$ cat src/rtl/audio_pkg.sv
// rtl/audio_pkg.sv - shared constants, FSM encoding and saturation helper for audio_mixer
package audio_pkg;

  // Per-channel sample width and packed stereo word width
  localparam int SAMPLE_W = 32;
  localparam int STEREO_W = 2 * SAMPLE_W;

  // Width of the value handed to sat(); wide enough for any scaled accumulator
  localparam int SAT_IN_W = 128;

  // Frame sequencer states
  typedef enum logic [1:0] {
    IDLE  = 2'd0,
    FETCH = 2'd1,
    SCALE = 2'd2,
    WRITE = 2'd3
  } state_t;

  // Rails of a signed SAMPLE_W value, expressed at SAT_IN_W
  localparam logic signed [SAT_IN_W-1:0] SAT_MAX =
    {{(SAT_IN_W - SAMPLE_W + 1){1'b0}}, {(SAMPLE_W - 1){1'b1}}};
  localparam logic signed [SAT_IN_W-1:0] SAT_MIN =
    {{(SAT_IN_W - SAMPLE_W + 1){1'b1}}, {(SAMPLE_W - 1){1'b0}}};

  // Clamp a wide signed value to the signed SAMPLE_W range instead of wrapping
  function automatic logic signed [SAMPLE_W-1:0] sat(input logic signed [SAT_IN_W-1:0] x);
    if (x > SAT_MAX) begin
      return {1'b0, {(SAMPLE_W - 1){1'b1}}};
    end else if (x < SAT_MIN) begin
      return {1'b1, {(SAMPLE_W - 1){1'b0}}};
    end
    return x[SAMPLE_W-1:0];
  endfunction

endpackage

$ cat src/rtl/mix_scale_sat.sv
// rtl/mix_scale_sat.sv - one channel of master-volume scaling with saturation and output register
module mix_scale_sat
  import audio_pkg::*;
#(
  parameter int ACC_W = SAMPLE_W + 4
)(
  input  logic                       clk,
  input  logic                       aclr_n,
  input  logic                       i_load,
  input  logic signed [ACC_W-1:0]    i_acc,
  input  logic        [8:0]          i_vol,
  output logic signed [SAMPLE_W-1:0] o_sample
);

  // Product needs accumulator width plus a 10-bit signed view of the 9-bit gain
  localparam int PROD_W = ACC_W + 10;

  logic signed [PROD_W-1:0]   w_acc_x;
  logic signed [PROD_W-1:0]   w_vol_x;
  logic signed [PROD_W-1:0]   w_prod;
  logic signed [PROD_W-1:0]   w_shift;
  logic signed [SAT_IN_W-1:0] w_wide;
  logic signed [SAMPLE_W-1:0] r_sample;

  // Gain is unsigned: a zero MSB keeps it positive in the signed multiply
  assign w_acc_x = PROD_W'(i_acc);
  assign w_vol_x = PROD_W'($signed({1'b0, i_vol}));
  assign w_prod  = w_acc_x * w_vol_x;

  // 256 is unity, so drop 8 fraction bits; arithmetic shift rounds toward -inf
  assign w_shift = w_prod >>> 8;
  assign w_wide  = SAT_IN_W'(w_shift);

  // Capture the clipped result when the sequencer is in its scale cycle
  always_ff @(posedge clk or negedge aclr_n) begin
    if (!aclr_n) begin
      r_sample <= '0;
    end else if (i_load) begin
      r_sample <= sat(w_wide);
    end
  end

  assign o_sample = r_sample;

endmodule

$ cat src/rtl/audio_mixer.sv
// rtl/audio_mixer.sv - sample-rate paced stereo voice mixer feeding the i2s FIFO; optional VOICE_MUTE_EN
module audio_mixer
  import audio_pkg::*;
#(
  parameter  int NUM_VOICES      = 8,
  parameter  int CLKS_PER_SAMPLE = 1042,
  localparam int SEL_W           = (NUM_VOICES > 1) ? $clog2(NUM_VOICES) : 1
)(
  input  logic                       clk,
  input  logic                       aclr_n,
  input  logic                       enable,
  input  logic [8:0]                 master_vol,
  output logic [SEL_W-1:0]           voice_sel,
  output logic                       voice_rd,
  input  logic signed [SAMPLE_W-1:0] voice_l,
  input  logic signed [SAMPLE_W-1:0] voice_r,
  output logic [STEREO_W-1:0]        sample,
  output logic                       wrreq,
  input  logic                       wrfull,
  output logic                       overrun,
  input  logic                       clear_overrun,
`ifdef VOICE_MUTE_EN
  input  logic [NUM_VOICES-1:0]      voice_mute,
`endif
  output logic                       busy
);

  // Accumulator wide enough that summing NUM_VOICES full-scale samples never wraps
  localparam int ACC_W = SAMPLE_W + $clog2(NUM_VOICES) + 1;
  localparam int IDX_W = $clog2(NUM_VOICES + 1);
  localparam int CNT_W = (CLKS_PER_SAMPLE > 1) ? $clog2(CLKS_PER_SAMPLE) : 1;

  localparam logic [CNT_W-1:0] CNT_LAST    = CNT_W'(CLKS_PER_SAMPLE - 1);
  localparam logic [IDX_W-1:0] IDX_LAST_RD = IDX_W'(NUM_VOICES - 1);
  localparam logic [IDX_W-1:0] IDX_LAST    = IDX_W'(NUM_VOICES);

  logic [CNT_W-1:0]           r_cnt;
  logic                       w_tick;
  state_t                     r_state;
  state_t                     w_state_nxt;
  logic [IDX_W-1:0]           r_idx;
  logic signed [ACC_W-1:0]    r_acc_l;
  logic signed [ACC_W-1:0]    r_acc_r;
  logic                       w_start;
  logic                       w_mute;
  logic signed [ACC_W-1:0]    w_add_l;
  logic signed [ACC_W-1:0]    w_add_r;
  logic                       w_ovr_set;
  logic                       r_overrun;
  logic signed [SAMPLE_W-1:0] w_sample_l;
  logic signed [SAMPLE_W-1:0] w_sample_r;

  // Sample-rate pacer: free-runs while enabled, parked at zero otherwise
  always_ff @(posedge clk or negedge aclr_n) begin
    if (!aclr_n) begin
      r_cnt <= '0;
    end else if (!enable || (r_cnt == CNT_LAST)) begin
      r_cnt <= '0;
    end else begin
      r_cnt <= r_cnt + CNT_W'(1);
    end
  end

  assign w_tick = enable && (r_cnt == CNT_LAST);

  // A new frame starts from IDLE, or from WRITE when the next tick arrives first
  assign w_start = w_tick && ((r_state == IDLE) || (r_state == WRITE));

  // Sequencer state register
  always_ff @(posedge clk or negedge aclr_n) begin
    if (!aclr_n) begin
      r_state <= IDLE;
    end else begin
      r_state <= w_state_nxt;
    end
  end

  // Sequencer next-state: a blocked WRITE is abandoned for the newer frame at the next tick
  always_comb begin
    w_state_nxt = r_state;
    case (r_state)
      IDLE:    if (w_tick) w_state_nxt = FETCH;
      FETCH:   if (r_idx == IDX_LAST) w_state_nxt = SCALE;
      SCALE:   w_state_nxt = WRITE;
      WRITE: begin
        if (w_tick) begin
          w_state_nxt = FETCH;
        end else if (!wrfull) begin
          w_state_nxt = IDLE;
        end
      end
      default: w_state_nxt = IDLE;
    endcase
  end

  // Sequencer outputs: reads on the first NUM_VOICES FETCH cycles, write strobe gated by full
  always_comb begin
    voice_rd  = 1'b0;
    voice_sel = '0;
    wrreq     = 1'b0;
    busy      = (r_state != IDLE);
    case (r_state)
      FETCH: begin
        if (r_idx <= IDX_LAST_RD) begin
          voice_rd  = 1'b1;
          voice_sel = r_idx[SEL_W-1:0];
        end
      end
      WRITE:   wrreq = !wrfull;
      default: ;
    endcase
  end

`ifdef VOICE_MUTE_EN
  logic [SEL_W-1:0] r_acc_sel;

  // Remember which voice was addressed so its mute bit lines up with the returned data
  always_ff @(posedge clk or negedge aclr_n) begin
    if (!aclr_n) begin
      r_acc_sel <= '0;
    end else if (voice_rd) begin
      r_acc_sel <= voice_sel;
    end
  end

  assign w_mute = voice_mute[r_acc_sel];
`else
  assign w_mute = 1'b0;
`endif

  assign w_add_l = w_mute ? '0 : ACC_W'(voice_l);
  assign w_add_r = w_mute ? '0 : ACC_W'(voice_r);

  // Fetch index and accumulators; data lags the read by one cycle, so index 1..NV accumulates
  always_ff @(posedge clk or negedge aclr_n) begin
    if (!aclr_n) begin
      r_idx   <= '0;
      r_acc_l <= '0;
      r_acc_r <= '0;
    end else if (w_start) begin
      r_idx   <= '0;
      r_acc_l <= '0;
      r_acc_r <= '0;
    end else if (r_state == FETCH) begin
      if (r_idx != '0) begin
        r_acc_l <= r_acc_l + w_add_l;
        r_acc_r <= r_acc_r + w_add_r;
      end
      if (r_idx != IDX_LAST) begin
        r_idx <= r_idx + IDX_W'(1);
      end
    end
  end

  // A tick is lost when a frame is still being built or a finished one cannot be written
  assign w_ovr_set = w_tick && ((r_state == FETCH) || (r_state == SCALE) ||
                                ((r_state == WRITE) && wrfull));

  // Sticky overrun flag; a new drop takes priority over a clear in the same cycle
  always_ff @(posedge clk or negedge aclr_n) begin
    if (!aclr_n) begin
      r_overrun <= 1'b0;
    end else if (w_ovr_set) begin
      r_overrun <= 1'b1;
    end else if (clear_overrun) begin
      r_overrun <= 1'b0;
    end
  end

  assign overrun = r_overrun;

  mix_scale_sat #(.ACC_W(ACC_W)) u_scale_l (
    .clk      (clk),
    .aclr_n   (aclr_n),
    .i_load   (r_state == SCALE),
    .i_acc    (r_acc_l),
    .i_vol    (master_vol),
    .o_sample (w_sample_l)
  );

  mix_scale_sat #(.ACC_W(ACC_W)) u_scale_r (
    .clk      (clk),
    .aclr_n   (aclr_n),
    .i_load   (r_state == SCALE),
    .i_acc    (r_acc_r),
    .i_vol    (master_vol),
    .o_sample (w_sample_r)
  );

  assign sample = {w_sample_l, w_sample_r};

endmodule

$ cat config.mk
export PLATFORM = sky130hd
export DESIGN_NAME = audio_mixer
export DESIGN_NICKNAME = d
export VERILOG_FILES = /design/src/rtl/audio_pkg.sv /design/src/rtl/mix_scale_sat.sv /design/src/rtl/audio_mixer.sv
export SDC_FILE = /design/constraint.sdc
export NUM_CORES = 2
export LEC_CHECK = 0
export BUFFER_PORTS_ARGS = -buffer_cell sky130_fd_sc_hd__clkbuf_2
export CORE_ASPECT_RATIO = 1.1
export CORE_UTILIZATION = 65
export DETAILED_ROUTE_END_ITERATION = 10
export GPL_TIMING_DRIVEN = 0
export PLACE_DENSITY = 0.84
export SETUP_SLACK_MARGIN = 0.4
export SLEW_MARGIN = 20
export SYNTH_ARGS = -nofsm -noshare
export SYNTH_HDL_FRONTEND = slang
export SYNTH_SLANG_ARGS = --single-unit
$ cat constraint.sdc
create_clock -name clk -period 7.1 [get_ports clk]
set_clock_uncertainty 0.2 [all_clocks]
set_input_delay 0 -clock clk [delete_from_list [all_inputs] [get_ports clk]]
set_output_delay 0 -clock clk [all_outputs]
set_load 0.05 [all_outputs]
* After elaboration in Yosys (flattened, before gate mapping)
Index checks and enable logic that the tools add are counted.
Cells by class: reductions and logical operators 20, multipliers 2, muxes and demuxes 34, order comparisons 5, equal/unequal tests 9, add/subtract/negate cells 4
Operators by type and width (number):
- 2-to-1 mux 36 bit | 6
- 2-to-1 mux 32 bit | 6
- multiplier 36 x 10 -> 46 bit | 2
- > comparator 38 x 32 -> 1 bit (second input constant) | 2
- < comparator 38 x 32 -> 1 bit (second input constant) | 2
- adder 36 x 32 -> 36 bit | 2
- 2-to-1 mux 4 bit | 3
- adder 11 x 1 -> 11 bit (second input constant) | 1
- == test 11 bit (second input constant) | 1
- 2-to-1 mux 1 bit | 11
- 2-to-1 mux 11 bit | 1
- nonzero test 2 bit | 5
- 2-to-1 mux 2 bit | 4
- case mux 2 bit (4 select lines) | 1
- 2-to-1 mux 3 bit | 2
- adder 4 x 1 -> 4 bit (second input constant) | 1
- == test 2 bit (second input constant) | 2
- == test 4 bit (second input constant) | 1
- <= comparator 4 x 3 -> 1 bit (second input constant) | 1
- logical AND 1 bit | 4
- logical OR 1 bit | 4
- inequality test 2 bit (second input constant) | 2
- inequality test 4 bit (second input constant) | 1
- AND reduction 2 bit | 2
- other kinds (6) | 7
Storage, ports and cells: flip-flop bits (word level) 154, logic and storage cells 82, input port bits 78, output and inout bits 71

* Logic depth before layout (Yosys ltp)
depth after elaboration 6, gate-level depth with buffers 27, depth with buffers taken out 23

* Cells and area by module
A second synthesis with hierarchy kept.
Second synthesis, totals: cell total of the unflattened synthesis 3842, area, all modules 32947.8 um^2
By module, submodules not included:
- mix_scale_sat (u_scale_r) | cells each 1453, seq. area each 800.8 um^2, times used 1, area each 12635.9 um^2
- mix_scale_sat (u_scale_l) | cells each 1430, seq. area each 800.8 um^2, times used 1, area each 12625.9 um^2
- audio_mixer | cells each 959, seq. area each 2252.2 um^2, times used 1, area each 7686.1 um^2

* Worst setup path after synthesis
Ideal clock, no wire load.
kind reg-to-reg, from reg r_acc_r[6], to reg u_scale_r.r_sample[26], in the netlist u_scale_r.o_sample[26], stages on the path, launching flop included 25, path buffers 2, data required time 6774 ps, path slack 531 ps, arrival 6243 ps, period minus slack after synthesis 6569 ps, cells stage by stage dfrtp_1 > buf_1 > nand2_1 > fa_1 > inv_1 > fa_1 > inv_1 > fa_1 > inv_1 > fa_1 > inv_1 > fa_1 > inv_1 > ha_1 > and4_1 > a221oi_4 > a211oi_1 > o31ai_4 > o21ai_2 > a221oi_4 > o21ai_1 > xor2_1 > o41a_1 > buf_2 > a221o_1
Between the ends: longest elaborated chain between the ends 6
RTL lines:
- start: declaration | line audio_mixer.sv:43 | logic signed [ACC_W-1:0] r_acc_r;
- start signal: assignment | line audio_mixer.sv:147 | r_acc_r <= r_acc_r + w_add_r;
- multiplier 36 x 10 -> 46 bit (*) | line mix_scale_sat.sv:28 | assign w_prod = w_acc_x * w_vol_x;
- < comparator 38 x 32 -> 1 bit | line audio_pkg.sv:29 | end else if (x < SAT_MIN) begin
- 2-to-1 mux 1 bit | line audio_pkg.sv:29
- 2-to-1 mux 1 bit | line audio_pkg.sv:27 | if (x > SAT_MAX) begin
- 2-to-1 mux 1 bit | line mix_scale_sat.sv:38 | end else if (i_load) begin
- 2-to-1 mux 32 bit (*) | line audio_pkg.sv:32 | return x[SAMPLE_W-1:0];
- end signal: assignment | line mix_scale_sat.sv:39 | r_sample <= sat(w_wide);
- end: declaration | line mix_scale_sat.sv:23 | logic signed [SAMPLE_W-1:0] r_sample;
Mark *: on every way between the ends. The rest lies on a longest branch, timed or not. The select of a mux whose other input is x is not followed. A chain may end at the register's enable or synchronous reset.

* Worst setup path in the final report
from reg r_acc_r[7], to reg u_scale_r.r_sample[22], in the netlist u_scale_r.o_sample[22]
The elaborated chain is that of the path after synthesis.

==> flow_metrics.py <==
metrics = {
    "worst_setup_path": {
        "crit_path_max_incr_delay_ns": 0.59,
        "worst-path-buf-inv": 5,
        "cp-start-kind": "flip-flop",
        "path_common_cell": "fa_1",
        "cp.arrival_ns": 7.02,
        "cp_top_family": "adder cells",
        "cp_cell_sequence": "buf_2, and2_1, fa_1, fa_1, fa_1, fa_1, inv_1, fa_1, inv_1, ha_1, nand2_2, o31ai_1, o211ai_1, nand4_1, o21ai_4, o21ai_4, a221oi_2, buf_4, o211a_1, a21oi_1, o41a_4, buf_6, a221o_1",
        "cpMaxStageDelayCell": "fa_1",
        "crit_path_end_kind": "flip-flop",
        "critical_path.max_fanout": 10,
        "critical_path_required_ns": 7.30,
        "critPathKind": "flip-flop to flip-flop",
    },
    "drt": {
        "routed_wl_um": 99400,
        "drtIter0Drc": 2581,
        "drcViolationCount": 0,
        "avgViaCountPerCell": 6.12,
        "dr_total_vias": 28600,
        "first_pass_iters": 6,
        "ant_nets": 0,
        "wl_per_cell_um": 21.3,
    },
    "finish": {
        "multi_input_area_um2": 25400,
        "drive_above_1_share": 0.114,
        "most-common-layout-cells": "inv_1, fa_1, nand2_1",
        "final_cell_area_um2": 36400,
        "fillers": 3180,
        "syn2layout_area_growth_pct": 14.3,
        "layout.nets": 4880,
        "regArea_um2": 3860,
        "final_common_cell": "inv_1",
    },
    "cts": {
        "clkTransAtPathRegs_ns": 0.08,
        "clock-sinks": 154,
        "cts_max_path_buffers": 2,
        "clk-insertion-delay-late_ns": 0.55,
        "cts-root-buf": "clkbuf_16",
        "cts_tree": "built",
        "htreeDepth": 4,
        "cts_buffers": 17,
    },
    "flow_run": {
        "max_cap_viol_count": 0,
    },
    "placement": {
        "place_hpwl_um": 72600,
        "gp_congestion": 0.971,
        "port_buffers": 139,
        "place_area_um2": 33400,
    },
    "global_route": {
        "grt_max_degree": 86,
        "grt_pass1_wl_um": 152000,
        "grt_use_total": 0.405,
        "grt_pass1_vias": 29200,
        "grt-ovfl-total": 0,
        "antenna_found_initial": 4,
    },
    "yosys": {
        "syn-cell-area_um2": 31800,
        "syn_area_per_cell_um2": 8.62,
        "synthCells": 3693,
        "synth_warnings": 0,
        "ys_seq_area_frac": 0.121,
        "synth_edf_count": 0,
        "synth_seq_cells": 154,
        "synthArstFlopShare": 1.00,
        "synth_ff_type": "dfrtp_1",
        "syn-num-nets": 4564,
        "synth_cell_types": 70,
    },
    "run_status": {
        "status": "finished clean",
    },
    "sta": {
        "drv_slew": 0,
        "grt_setup_unrepaired": "yes",
        "setup_viol": 0,
        "min_period_ns": 6.82,
        "fmax_mhz": 147,
        "worstMarginPinSlew_ns": 1.17,
        "fin_crit_sh": 0.960,
        "slew_headroom": 0.217,
        "hold_viol_final": 0,
    },
    "floorplan": {
        "dieWidth_um": 213,
        "core_um2": 48000,
        "rows": 84,
        "fp.dieH_um": 234,
        "initial_core_util": 0.662,
        "die-area_um2": 49800,
        "pin_count": 149,
    },
    "hold_path": {
        "hp-class": "input port to flip-flop",
    },
}
worst paths after layout:
check                      depth (start not counted)                     end  slack, ns                    from
max in group asynchronous                          4             r_acc_l[35]       5.83                  aclr_n
hold reg to reg                                    2  u_scale_r.o_sample[31]       0.30  u_scale_r.o_sample[31]
setup reg to reg                                  23  u_scale_r.o_sample[22]       0.28              r_acc_r[7]
setup / recovery                                  23  u_scale_r.o_sample[22]       0.28              r_acc_r[7]
min in group asynchronous                          4  u_scale_l.o_sample[11]       0.44                  aclr_n
hold / removal                                     6              r_acc_r[4]       0.04              voice_r[4]
through the flow:
| stage | setup WS (ns) | instances | TNS, ns | utilization | hold WS (ns) |
|---|---|---|---|---|---|
| 4_1_cts | 0.400 | 4619 | 0 | 0.738 | 0.00827 |
| 6_report | 0.282 | 4675 | 0 | 0.757 | 0.0439 |
| 3_5_place_dp | -1.25 | 4478 | -69.49 | 0.694 | -0.146 |
| 5_1_grt | 0.0967 | 4669 | 0 | 0.757 | 0.0993 |
| 3_3_place_gp | -1.14 | 4477 | -64.14 | 0.694 | 0.00209 |
| 2_1_floorplan | 0.531 | 3693 | 0 | - | -0.496 |
worst reg2reg max path, delay by kind of cell (launching register included):
family,cells,cell delay [ns]
buffers and inverters,5,0.64
and+or+nand+nor,3,0.52
DFF,1,0.43
AOI/OAI and AO/OA,9,2.07
adders and majority gates,6,2.85
synth_stat cells (all sizes together) (6+ instances only):
library cell	number	area (µm²)
nor2	160	601
nand2	478	1790
ha	269	3370
o22ai	35	219
nor4b	7	61.3
or2	6	37.5
buf	56	233
xnor2	88	771
o21a	22	165
o41ai	6	52.6
and4	6	52.6
a211oi	14	105
nor2b	16	100
dfrtp	154	3850
o211ai	11	82.6
fa	524	10500
a21o	86	646
a31oi	19	119
and3	26	163
a221oi	6	93.8
nand4	27	169
nor3	26	130
xor2	52	455
and2	352	2200
inv	581	2180
a21oi	193	966
nand2b	9	56.3
o31ai	7	66.3
nand3	56	280
clkbuf	161	611
o21ai	112	564
a221o	34	340
o21bai	16	120
or3	6	37.5
flip-flops by register name (all words and copies together), names as in the netlist:
name,count
r_acc_l,36
u_scale_l.o_sample,32
overrun,1
r_acc_r,36
u_scale_r.o_sample,32
r_idx,4
r_state,2
r_cnt,11
area by class of cell:
| cell class | instances | area share |
|---|---|---|
| inverter | 581 | 0.0599 |
| sequential | 154 | 0.106 |
| clock inverter | 15 | 0.00485 |
| timing repair buffer | 297 | 0.0604 |
| antenna | 8 | 0.000550 |
| multi-input combinational | 2741 | 0.699 |
| tap | 645 | 0.0222 |
| buffer | 217 | 0.0356 |
| clock buffer | 17 | 0.0117 |
logic make-up (layout without fill, tap and decap cells):
kind of cell / Yosys count / in the layout / share of synthesized area
xor+xnor: 140 / 140 / 0.0385
mux: 5 / 5 / 0.00157
fa+ha+maj: 793 / 793 / 0.435
flops: 154 / 154 / 0.121
simple gates: 1195 / 1195 / 0.183
buf+inv: 798 / 1127 / 0.0950
compound gates: 608 / 608 / 0.125
other cells: 0 / 8 / 0
metal layers:
metal  global-route usage  share of wire  vias up
li1                     -              -    12400
met1                0.482           0.35    13800
met2                0.629           0.45     1892
met3                0.125           0.12      577
met4                0.279          0.077        2
met5                    0        0.00011        -
repair_timing:
| action | CTS | global route |
|---|---|---|
| pin swaps | 13 | 48 |
| buffers inserted | 12 | 43 |
| resized for setup | 170 | 228 |
| hold endpoints to repair | 235 | 0 |
| gates cloned | 2 | 5 |
| setup endpoints to repair | 64 | 63 |
| hold buffers | 95 | 0 |
Power is left out: the tool's default activity adds up to more than one toggle a clock period on the data nets, which glitch-free logic cannot reach.
